<file path="config.mk">
export PLATFORM = sky130hd
export DESIGN_NAME = chip_rst_seq
export DESIGN_NICKNAME = d
export VERILOG_FILES = /design/src/rtl/chip_rst_seq_pkg.sv /design/src/rtl/rst_gap_cnt.sv /design/src/rtl/chip_rst_seq.sv
export SDC_FILE = /design/constraint.sdc
export NUM_CORES = 1
export LEC_CHECK = 0
export BUFFER_PORTS_ARGS = -buffer_cell sky130_fd_sc_hd__buf_2
export CAP_MARGIN = 20
export CORE_AREA = 2 2 39 41
export CTS_CLUSTER_DIAMETER = 100
export DETAILED_ROUTE_END_ITERATION = 16
export DIE_AREA = 0 0 41 43
export PLACE_DENSITY = 0.88
export SLEW_MARGIN = 20
export SYNTH_ARGS = -nofsm -noshare
export SYNTH_HDL_FRONTEND = slang
export SYNTH_HIERARCHICAL = 1
export SYNTH_SLANG_ARGS = --single-unit
</file>
<file path="constraint.sdc">
create_clock -name clk -period 3.1 [get_ports clk]
set_input_delay 0.31 -clock clk [delete_from_list [all_inputs] [get_ports clk]]
set_output_delay 0.31 -clock clk [all_outputs]
set_load 0.005 [all_outputs]
</file>
<file path="src/rtl/chip_rst_seq_pkg.sv">
// Shared definitions for the chip reset sequencer: FSM state encodings,
// stage index constants and a small elaboration helper.
package chip_rst_seq_pkg;

    localparam logic [1:0] ST_ASSERT = 2'd0;
    localparam logic [1:0] ST_HOLD   = 2'd1;
    localparam logic [1:0] ST_STAGE  = 2'd2;
    localparam logic [1:0] ST_READY  = 2'd3;

    localparam int STG_KEYEXP = 0;
    localparam int STG_CORE   = 1;
    localparam int STG_IO     = 2;

    function automatic int max_int(input int a, input int b);
        return (a > b) ? a : b;
    endfunction

endpackage

</file>
<file path="src/rtl/rst_gap_cnt.sv">
// Loadable up-counter with terminal-count compare, shared by the HOLD and
// STAGE phases of the reset sequencer.
module rst_gap_cnt #(
    parameter int W = 2
) (
    input  logic         clk,
    input  logic         rst,
    input  logic         clr,
    input  logic         en,
    input  logic [W-1:0] limit,
    output logic         tc
);

    logic [W-1:0] cnt_reg;

    always_ff @(posedge clk or posedge rst) begin
        if (rst) begin
            cnt_reg <= '0;
        end else if (clr) begin
            cnt_reg <= '0;
        end else if (en) begin
            cnt_reg <= cnt_reg + 1'b1;
        end
    end

    assign tc = (cnt_reg == limit);

endmodule

</file>
<file path="src/rtl/chip_rst_seq.sv">
// Chip-side reset sequencer: holds all sub-blocks in reset while requested,
// then releases per-stage resets in order and signals ready/done.
module chip_rst_seq
    import chip_rst_seq_pkg::*;
#(
    parameter int HOLD_CYCLES = 4,
    parameter int STAGE_GAP   = 2,
    parameter int NUM_STAGES  = 3
) (
    input  logic                  clk,
    input  logic                  rst,
    input  logic                  rst_req,
    output logic [NUM_STAGES-1:0] stage_rst_n,
    output logic                  busy,
    output logic                  ready,
    output logic                  done
);

    localparam int CW = $clog2(max_int(HOLD_CYCLES, STAGE_GAP) + 1);
    localparam int IW = $clog2(NUM_STAGES + 1);

    logic [1:0]            state_reg, state_next;
    logic [IW-1:0]         idx_reg, idx_next;
    logic [NUM_STAGES-1:0] stage_rst_n_reg, stage_rst_n_next;
    logic                  ready_reg, ready_next;
    logic                  done_reg, done_next;
    logic                  armed_reg;

    logic                  cnt_clr;
    logic                  cnt_en;
    logic [CW-1:0]         cnt_limit;
    logic                  cnt_tc;
    logic                  rel_en;
    logic [NUM_STAGES-1:0] rel_vec;

    rst_gap_cnt #(
        .W(CW)
    ) u_gap_cnt (
        .clk   (clk),
        .rst   (rst),
        .clr   (cnt_clr),
        .en    (cnt_en),
        .limit (cnt_limit),
        .tc    (cnt_tc)
    );

    // One-hot release decode of the current stage index.
    generate
        for (genvar gi = 0; gi < NUM_STAGES; gi++) begin : g_rel
            assign rel_vec[gi] = rel_en && (idx_reg == IW'(gi));
        end
    endgenerate

    always_comb begin
        state_next = state_reg;
        idx_next   = idx_reg;
        ready_next = ready_reg;
        done_next  = 1'b0;
        cnt_clr    = 1'b0;
        cnt_en     = 1'b0;
        cnt_limit  = CW'(HOLD_CYCLES - 1);
        rel_en     = 1'b0;

        if (rst_req) begin
            state_next = ST_ASSERT;
            idx_next   = IW'(STG_KEYEXP);
            ready_next = 1'b0;
            cnt_clr    = 1'b1;
        end else begin
            case (state_reg)
                ST_ASSERT: begin
                    state_next = ST_HOLD;
                    cnt_clr    = 1'b1;
                end
                ST_HOLD: begin
                    // The first edge after rst release plays the role of the
                    // ASSERT->HOLD edge, so it must not advance the count.
                    if (armed_reg) begin
                        if (cnt_tc) begin
                            rel_en  = 1'b1;
                            cnt_clr = 1'b1;
                            if (NUM_STAGES == 1) begin
                                state_next = ST_READY;
                            end else begin
                                state_next = ST_STAGE;
                                idx_next   = IW'(STG_CORE);
                            end
                        end else begin
                            cnt_en = 1'b1;
                        end
                    end
                end
                ST_STAGE: begin
                    cnt_limit = CW'(STAGE_GAP - 1);
                    if (cnt_tc) begin
                        rel_en   = 1'b1;
                        cnt_clr  = 1'b1;
                        idx_next = idx_reg + 1'b1;
                        if (idx_reg == IW'(NUM_STAGES - 1)) begin
                            state_next = ST_READY;
                        end
                    end else begin
                        cnt_en = 1'b1;
                    end
                end
                ST_READY: begin
                    cnt_clr = 1'b1;
                    if (!ready_reg) begin
                        ready_next = 1'b1;
                        done_next  = 1'b1;
                    end
                end
                default: begin
                    state_next = ST_ASSERT;
                end
            endcase
        end

        stage_rst_n_next = rst_req ? '0 : (stage_rst_n_reg | rel_vec);
    end

    always_ff @(posedge clk or posedge rst) begin
        if (rst) begin
            state_reg       <= ST_HOLD;
            idx_reg         <= '0;
            stage_rst_n_reg <= '0;
            ready_reg       <= 1'b0;
            done_reg        <= 1'b0;
            armed_reg       <= 1'b0;
        end else begin
            state_reg       <= state_next;
            idx_reg         <= idx_next;
            stage_rst_n_reg <= stage_rst_n_next;
            ready_reg       <= ready_next;
            done_reg        <= done_next;
            armed_reg       <= 1'b1;
        end
    end

    assign stage_rst_n = stage_rst_n_reg;
    assign busy        = ~&stage_rst_n_reg;
    assign ready       = ready_reg;
    assign done        = done_reg;

endmodule

</file>
## Word-level counts from Yosys, hierarchy flattened

Cells that the tools add are included.

| word-level totals | value |
|---|---|
| bits in registers | 13 |
| bits of input ports | 3 |
| logic and storage cells | 65 |
| output and inout bits | 6 |

| cells by class | value |
|---|---|
| mux-type cells | 31 |
| equal/unequal tests | 10 |
| reductions and logical operators | 14 |
| add/subtract/negate cells | 2 |
| bitwise gates (word level) | 1 |

Operators with widths:

| kind | count |
|---|---|
| $mux W2 | 11 |
| $mux W1 | 12 |
| $ne A3 B3 Y1 const B | 4 |
| $mux W3 | 3 |
| $eq A2 B2 Y1 const B | 3 |
| $pmux W2 S3 | 1 |
| $reduce_and A5 Y1 | 1 |
| $eq A2 B1 Y1 const B | 2 |
| $logic_not A2 Y1 | 2 |
| $pmux W1 S2 | 2 |
| $pmux W2 S2 | 1 |
| $reduce_and A4 Y1 | 1 |
| $reduce_bool A2 Y1 | 2 |
| $reduce_bool A4 Y1 | 1 |
| $add A3 B1 Y3 const B | 1 |
| $eq A3 B2 Y1 | 1 |
| $logic_and A1 B1 Y1 | 3 |
| $or A3 B3 Y3 | 1 |
| $pmux W1 S3 | 1 |
| $reduce_and A3 Y1 | 1 |
| $reduce_bool A3 Y1 | 1 |
| $add A2 B1 Y2 const B | 1 |
| $reduce_or A2 Y1 | 1 |
| $logic_not A1 Y1 | 1 |

## Logic depth before layout (Yosys ltp)

Gate-level depths: netlist of the first run.

| depth | value |
|---|---|
| word-level depth | 11 |
| gate-level depth with buffers | 8 |
| mapped depth without buffers | 8 |

## Modules after synthesis

The synthesis of the first run kept the hierarchy.

Modules (own cells, without submodules):

| module | cells each | seq. area each (µm²) | times used | area an instance (µm²) |
|---|---|---|---|---|
| chip_rst_seq | 59 | 251.5 | 1 | 576.8 |
| rst_gap_cnt | 16 | 75.1 | 1 | 180.2 |

## Least setup slack after synthesis of the first run

No wires, ideal clock.

| timing path | value |
|---|---|
| kind | reg2reg |
| from | register state_reg[0] |
| to | register u_gap_cnt.cnt_reg[1] |
| cell stages (with the launch flop) | 9 |
| path buffers | 0 |
| period minus slack after synthesis | 1.968 ns |
| setup time | 0.119 ns |
| data required time | 2.981 ns |
| data arrival time | 1.849 ns |
| slack | 1.132 ns |
| cell sequence | dfstp_2 > inv_1 > ha_1 > nand2b_1 > xor2_1 > nor3_2 > nor3_1 > mux2i_1 > nor2_1 |

| on the way | value |
|---|---|
| cells in the longest elaborated chain, start to end | 9 |
| elaborated cells on any way between the ends | 18 |
| those cells by class | 4 x eq/ne; 11 x mux; 3 x reduce/logical |

Ends and longest elaborated chain:

| element | RTL line | text |
|---|---|---|
| start: declaration | chip_rst_seq.sv:22 | `logic [1:0] state_reg, state_next;` |
| start signal: assignment | chip_rst_seq.sv:131 | `state_reg <= state_next;` |
| $eq A2 B2 Y1 (*) | chip_rst_seq.sv:70 | `case (state_reg)` |
| $mux W2 (*) | chip_rst_seq.sv:70 |  |
| $mux W2 (*) | chip_rst_seq.sv:64 | `if (rst_req) begin` |
| via cnt_limit[1] | chip_rst_seq.sv:31 | `logic [CW-1:0] cnt_limit;` |
| $eq A3 B2 Y1 (*) | rst_gap_cnt.sv:26 | `assign tc = (cnt_reg == limit);` |
| via cnt_tc | chip_rst_seq.sv:32 | `logic cnt_tc;` |
| $mux W1 (*) | chip_rst_seq.sv:79, chip_rst_seq.sv:95 |  |
| $mux W1 | chip_rst_seq.sv:78 | `if (armed_reg) begin` |
| $pmux W1 S2 (*) | chip_rst_seq.sv:70 |  |
| $mux W1 (*) | chip_rst_seq.sv:64 |  |
| via cnt_en | chip_rst_seq.sv:30 | `logic cnt_en;` |
| $reduce_bool A2 Y1 (no source line) (*) | n/a |  |
| end signal: assignment | rst_gap_cnt.sv:22 | `cnt_reg <= cnt_reg + 1'b1;` |
| end: declaration | rst_gap_cnt.sv:14 | `logic [W-1:0] cnt_reg;` |

Mark *: on every way through the listed nets, which the timed path passes. The rest lies on a longest branch.
A chain may end at the register's enable or synchronous reset.

## Final worst setup path of the first run

Same ends and word-level chain as after synthesis.

==> out/qor.yml, run 1 <==
r2r-end: "u_gap_cnt/cnt_reg[1]$_DFFE_PP0P_"
drt_first_pass_iters: 4
viasPerCell: 5.471
synthFlopType: "dfrtp_1"
die_h_um: 43
grt_pass1_vias: 552
synth_top_area_share_pct: 39.67
worst-r2r-cell-count: 8
synth_edf_count: 0
antennaDiodeCount: 0
vias: 569
hp-class: "in2reg"
cp.required_ns: 3.26
nets: 100
cts_tree: "done"
start_util_pct: 54.70
ir_drop_mv: 0.3121
io_pins: 9
seq_area_frac_synth_pct: 43.14
synth_cells: 75
slew_headroom_pct: 64.64
routed_wirelength_um: 1307
yosysWarnings: 6
crit_type: "reg2reg"
drt_iter0_markers: 3
power_switching_mw: 0.1620
place_congestion: 0.7396
max_stage_delay_ns: 0.55
clock_skew_ns: 0.004549
synth_common_cells: "nor2_1 (14), dfrtp_1 (12), ha_1 (8), inv_1 (6)"
cp_max_fo: 8
power.density_nw_per_um2: 575.8
grt_usage_pct: 19.19
synth-seq-cells: 13
dp_hpwl_um: 1022
antenna_found_initial: 0
power.share.clock_pct: 20.5
grt_max_degree: 14
status: "finished, final reports clean"
synthTopCellsByArea: "dfrtp_1 (40%), ha_1 (13%), nor2_1 (6.9%)"
io_buffers: 8
worstHoldStart: "rst_req"
cts_sinks: 13
die_width_um: 41
grt_pass1_wl_um: 2270
row_count: 14
sw_frac_of_total_pct: 32.97
cap_violations: 0
drv_slew: 0
rsz0062_at_grt: "no"
path_clk_slew_ns: 0.07
synth.cell_area_um2: 757.0
min_path_cells: 2
synth_cell_types: 31
h-tree-depth: 1
grt-ovfl-total: 0
critPathCaptureType: "flip-flop"
p_int_mw: 0.3293
power_frac_seq_pct: 41.2
synth_most_common_cell: "nor2_1"
fmax_ghz: 0.4615
cp_slowest_cell: "dfstp_2"
final_antenna_net_count: 0
finalCritPeriodShare_pct: 69.90
tightest_slew_ns: 0.5263
pwr-share-comb_pct: 38.2
period_minus_slack_ns: 2.167
synth_top_area_cell: "dfrtp_1"
cts_buffer_depth: 2
root_buffer: "clkbuf_4"
drcViolationCount: 0
tns_ns: 0
worst_ep_arrival_time_ns: 2.33
r2r-start: "state_reg[0]$_DFFE_PP1P_"
drive_gt1_share_pct: 20.45
die-area_um2: 1763
clk_latency_ns: 0.27
ff2ff_setup_slack_ns: 0.93
min_to: "stage_rst_n[0]$_DFF_PP0_"
cts_made_buffers: 3
avgSynthCellArea_um2: 10.09
synthToLayoutAreaGrowth_pct: 12.73
hold_viol: 0
synthArstFlopShare_pct: 100.0
startpoint_type: "flip-flop"
leakage_nw: 0.4196
wl_per_cell_um: 12.57
path_cells: "inv_1 > ha_1 > nand2b_1 > xor2_1 > nor3_2 > nor3_1 > mux2i_1 > nor2_1"
cts_resized: 0
coreArea_um2: 1384
final_util_pct: 61.66
setup_viol: 0
[logic make-up (layout without fill, tap and decap cells)]
kind of cell,Yosys count,count (layout),share of synthesized area [%]
and+or+nand+nor,30,30,22.15
DFF,13,13,43.14
adders and majority gates,8,8,13.22
AOI/OAI and AO/OA,8,8,7.769
buffers and inverters,7,19,3.470
xor gates and xnor gates,4,4,4.629
muxes,3,3,4.628
other,2,3,0.9921
[routing by layer]
layer  global-route usage, %  part of all wire (%)
met5                       0                     0
met4                   4.000                  0.77
met3                   9.424                   5.1
met2                   33.44                    54
met1                   19.33                    40
[timing repair]
item | CTS | global route
hold endpoints to repair | 3 | 0
setup buffers | 0 | 0
hold buffers | 1 | 0
[layout make-up]
type                            instances  area (um^2)
Inverter                                6        22.52
Multi-Input combinational cell         56        407.9
Tap cell                               16        20.02
Fill cell                             128        530.5
Sequential cell                        13        326.6
Timing Repair Buffer                    9        50.05
Clock buffer                            4        26.28
[cells in the final DEF (no fill, tap or decap), drive strengths merged]
cell,count
nor2,14
dfrtp,12
ha,8
buf,8
inv,6
nand2b,4
clkbuf,4
a31oi,3
conb,3
xor2,3
mux2i,2
a21oi,2
nor3,2
and3,2
nand3,1
and3b,1
or3,1
nor3b,1
a2bb2oi,1
nand4,1
nand2,1
nand4b,1
mux2,1
a211oi,1
dlygate4sd3,1
dfstp,1
xnor2,1
a21bo,1
nand3b,1
[through the flow]
step	hold slack, ns	std cells	setup slack, ns	cell area, um^2	total power, mW
2_1_floorplan	0.06364	76	1.132	760.7	0.3609
3_3_place_gp	0.1850	99	1.032	817.0	0.3879
3_5_place_dp	0.1897	99	0.9717	817.0	0.3928
4_1_cts	0.3461	104	0.9407	853.3	0.4974
5_1_grt	0.3573	104	0.7232	853.3	0.5300
6_report	0.3582	104	0.9332	853.3	0.4914
[critical path: cells and delay by family, from the launching register on]
family        cells  cell delay (ns)
mux               1             0.24
fa+ha+maj         1             0.26
simple gates      4             0.76
buf+inv           1             0.07
xor+xnor          1             0.18
flops             1             0.55
[power groups by stage]
stage	registers (mW)	logic [mW]	clock network [mW]
CTS	0.203	0.189	0.106
finish	0.203	0.188	0.101
global placement	0.205	0.183	0
global route	0.207	0.209	0.114
floorplan	0.203	0.158	0
detailed placement	0.207	0.186	0
[how the worst max path moves through the flow]
stage               cells past startpoint                startpoint  slack [ns]                                to
finish                                  8  state_reg[0]$_DFFE_PP1P_        0.93  u_gap_cnt/cnt_reg[1]$_DFFE_PP0P_
global route                            8  state_reg[0]$_DFFE_PP1P_        0.72  u_gap_cnt/cnt_reg[2]$_DFFE_PP0P_
CTS                                     8  state_reg[0]$_DFFE_PP1P_        0.94  u_gap_cnt/cnt_reg[1]$_DFFE_PP0P_
detailed placement                      8  state_reg[0]$_DFFE_PP1P_        0.97  u_gap_cnt/cnt_reg[1]$_DFFE_PP0P_
global placement                        8  state_reg[0]$_DFFE_PP1P_        1.03  u_gap_cnt/cnt_reg[1]$_DFFE_PP0P_
floorplan                               8  state_reg[0]$_DFFE_PP1P_        1.13  u_gap_cnt/cnt_reg[1]$_DFFE_PP0P_
(Power assumes the default switching activity.)
==> inputs of run 2 (changes only) <==
Settings changed: CORE_AREA 2 2 39 41 to not set, CORE_MARGIN set to 1, CORE_UTILIZATION set to 54, DIE_AREA 0 0 41 43 to not set, PLACE_DENSITY 0.88 to 0.85.
Clock period 3.1 ns to 2.2 ns, I/O delays scaled along.
==> out/qor.yml, run 2 (synthesis results as in run 1) <==
drive_gt1_share_pct: 22.47
clock_skew_ns: 0.002876
r2r-end: "u_gap_cnt/cnt_reg[0]$_DFFE_PP0P_"
leakage_nw: 0.4235
start_util_pct: 58.17
mostFrequentLayoutCell: "nor2_1"
rsz0062_at_grt: "no"
fmax_ghz: 0.4819
root_buffer: "clkbuf_4"
die_width_um: 39.44
final_cell_mix: "nor2_1 (14), dfrtp_1 (12), buf_2 (8), ha_1 (7), inv_1 (6)"
nets: 101
hp-class: "in2reg"
viasPerCell: 5.317
clk_latency_ns: 0.27
cts_made_buffers: 3
min_to: "ready$_DFFE_PP0P_"
drt_iter0_markers: 5
io_pins: 9
path_clk_slew_ns: 0.08
cap_violations: 0
hold_viol: 0
setup_viol: 0
routed_wirelength_um: 1271
drcViolationCount: 0
worstHoldStart: "rst_req"
cts_buffer_depth: 2
antennaDiodeCount: 0
ir_drop_mv: 0.5740
r2r-start: "state_reg[0]$_DFFE_PP1P_"
grt_pass1_wl_um: 2028
cts_tree: "done"
h-tree-depth: 1
tns_ns: 0
vias: 553
drv_slew: 0
drt_first_pass_iters: 4
worst-r2r-cell-count: 8
worst_ep_arrival_time_ns: 2.27
die_h_um: 39.44
grt_max_degree: 14
status: "finished, final reports clean"
grt_usage_pct: 20.43
grt-ovfl-total: 0
min_path_cells: 2
antenna_found_initial: 0
row_count: 13
ff2ff_setup_slack_ns: 0.13
cts_sinks: 13
cp_max_fo: 8
final_util_pct: 66.25
period_minus_slack_ns: 2.075
wl_per_cell_um: 12.22
startpoint_type: "flip-flop"
coreArea_um2: 1301
crit_type: "reg2reg"
critPathCaptureType: "flip-flop"
cp.required_ns: 2.40
final_antenna_net_count: 0
synthToLayoutAreaGrowth_pct: 13.88
io_buffers: 8
dp_hpwl_um: 963.1
finalCritPeriodShare_pct: 94.32
die-area_um2: 1556
place_congestion: 0.8484
grt_pass1_vias: 486
power.density_nw_per_um2: 818.8
-- run 2: cell count changes in the layout (fill, tap and decap cells not counted), sizes merged --
cell | previous run | this run
buf | 8 | 9
-- run 2: area by class of cell --
type,count,area (um^2)
Fill cell,117,439.2
Timing Repair Buffer,10,57.56
Inverter,6,22.52
Sequential cell,13,326.6
Clock buffer,4,26.28
Multi-Input combinational cell,56,410.4
Tap cell,15,18.77
-- run 2: how the worst max path moves through the flow --
stage               depth (start not counted)                                to                     start  slack (ns)
floorplan                                   8  u_gap_cnt/cnt_reg[1]$_DFFE_PP0P_  state_reg[0]$_DFFE_PP1P_        0.23
global placement                            8          state_reg[0]$_DFFE_PP1P_  state_reg[0]$_DFFE_PP1P_        0.17
detailed placement                          8  u_gap_cnt/cnt_reg[0]$_DFFE_PP0P_  state_reg[0]$_DFFE_PP1P_        0.10
CTS                                         8  u_gap_cnt/cnt_reg[0]$_DFFE_PP0P_  state_reg[0]$_DFFE_PP1P_        0.08
global route                                8          state_reg[0]$_DFFE_PP1P_  state_reg[0]$_DFFE_PP1P_        0.02
finish                                      8  u_gap_cnt/cnt_reg[0]$_DFFE_PP0P_  state_reg[0]$_DFFE_PP1P_        0.13
-- run 2: per-layer routing --
layer  GRT usage [%]  part of all wire, %
met5               0                    0
met4           13.79                  2.4
met2           31.97                   49
met3           5.114                  1.6
met1           24.28                   47
-- run 2: per-stage QoR --
step	worst slack [ns]	power, mW	cells	hold slack, ns	instance area [um^2]
after floorplan	0.2324	0.5085	76	-0.02636	760.7
after global placement	0.1670	0.5546	99	0.09372	823.3
after detailed placement	0.1019	0.5606	99	0.09671	823.3
after CTS	0.07819	0.7076	104	0.2717	859.6
after global routing	0.01844	0.7588	104	0.2748	862.1
final	0.1250	0.7059	104	0.2749	862.1
-- run 2: worst max-delay path, stage by stage (launching register included) --
cell and delay (ns):
dfstp_2 0.55, inv_1 0.07, ha_2 0.22, nand2b_1 0.09
xor2_1 0.20, nor3_2 0.11, and3b_1 0.22, or3_1 0.42
nor2_1 0.14
-- run 2: timing repair --
action | in CTS | in global routing
resized for setup | 0 | 1
hold endpoints to repair | 12 | 0
endpoints found under the setup margin | 0 | 6
buffers inserted | 0 | 0
hold buffers | 1 | 0
-- run 2: power breakdown --
| part | total, mW | internal (mW) | switching [mW] |
|---|---|---|---|
| combinational | 0.277 | 0.132 | 0.145 |
| sequential | 0.285 | 0.267 | 0.0183 |
| clock | 0.143 | 0.0701 | 0.0733 |
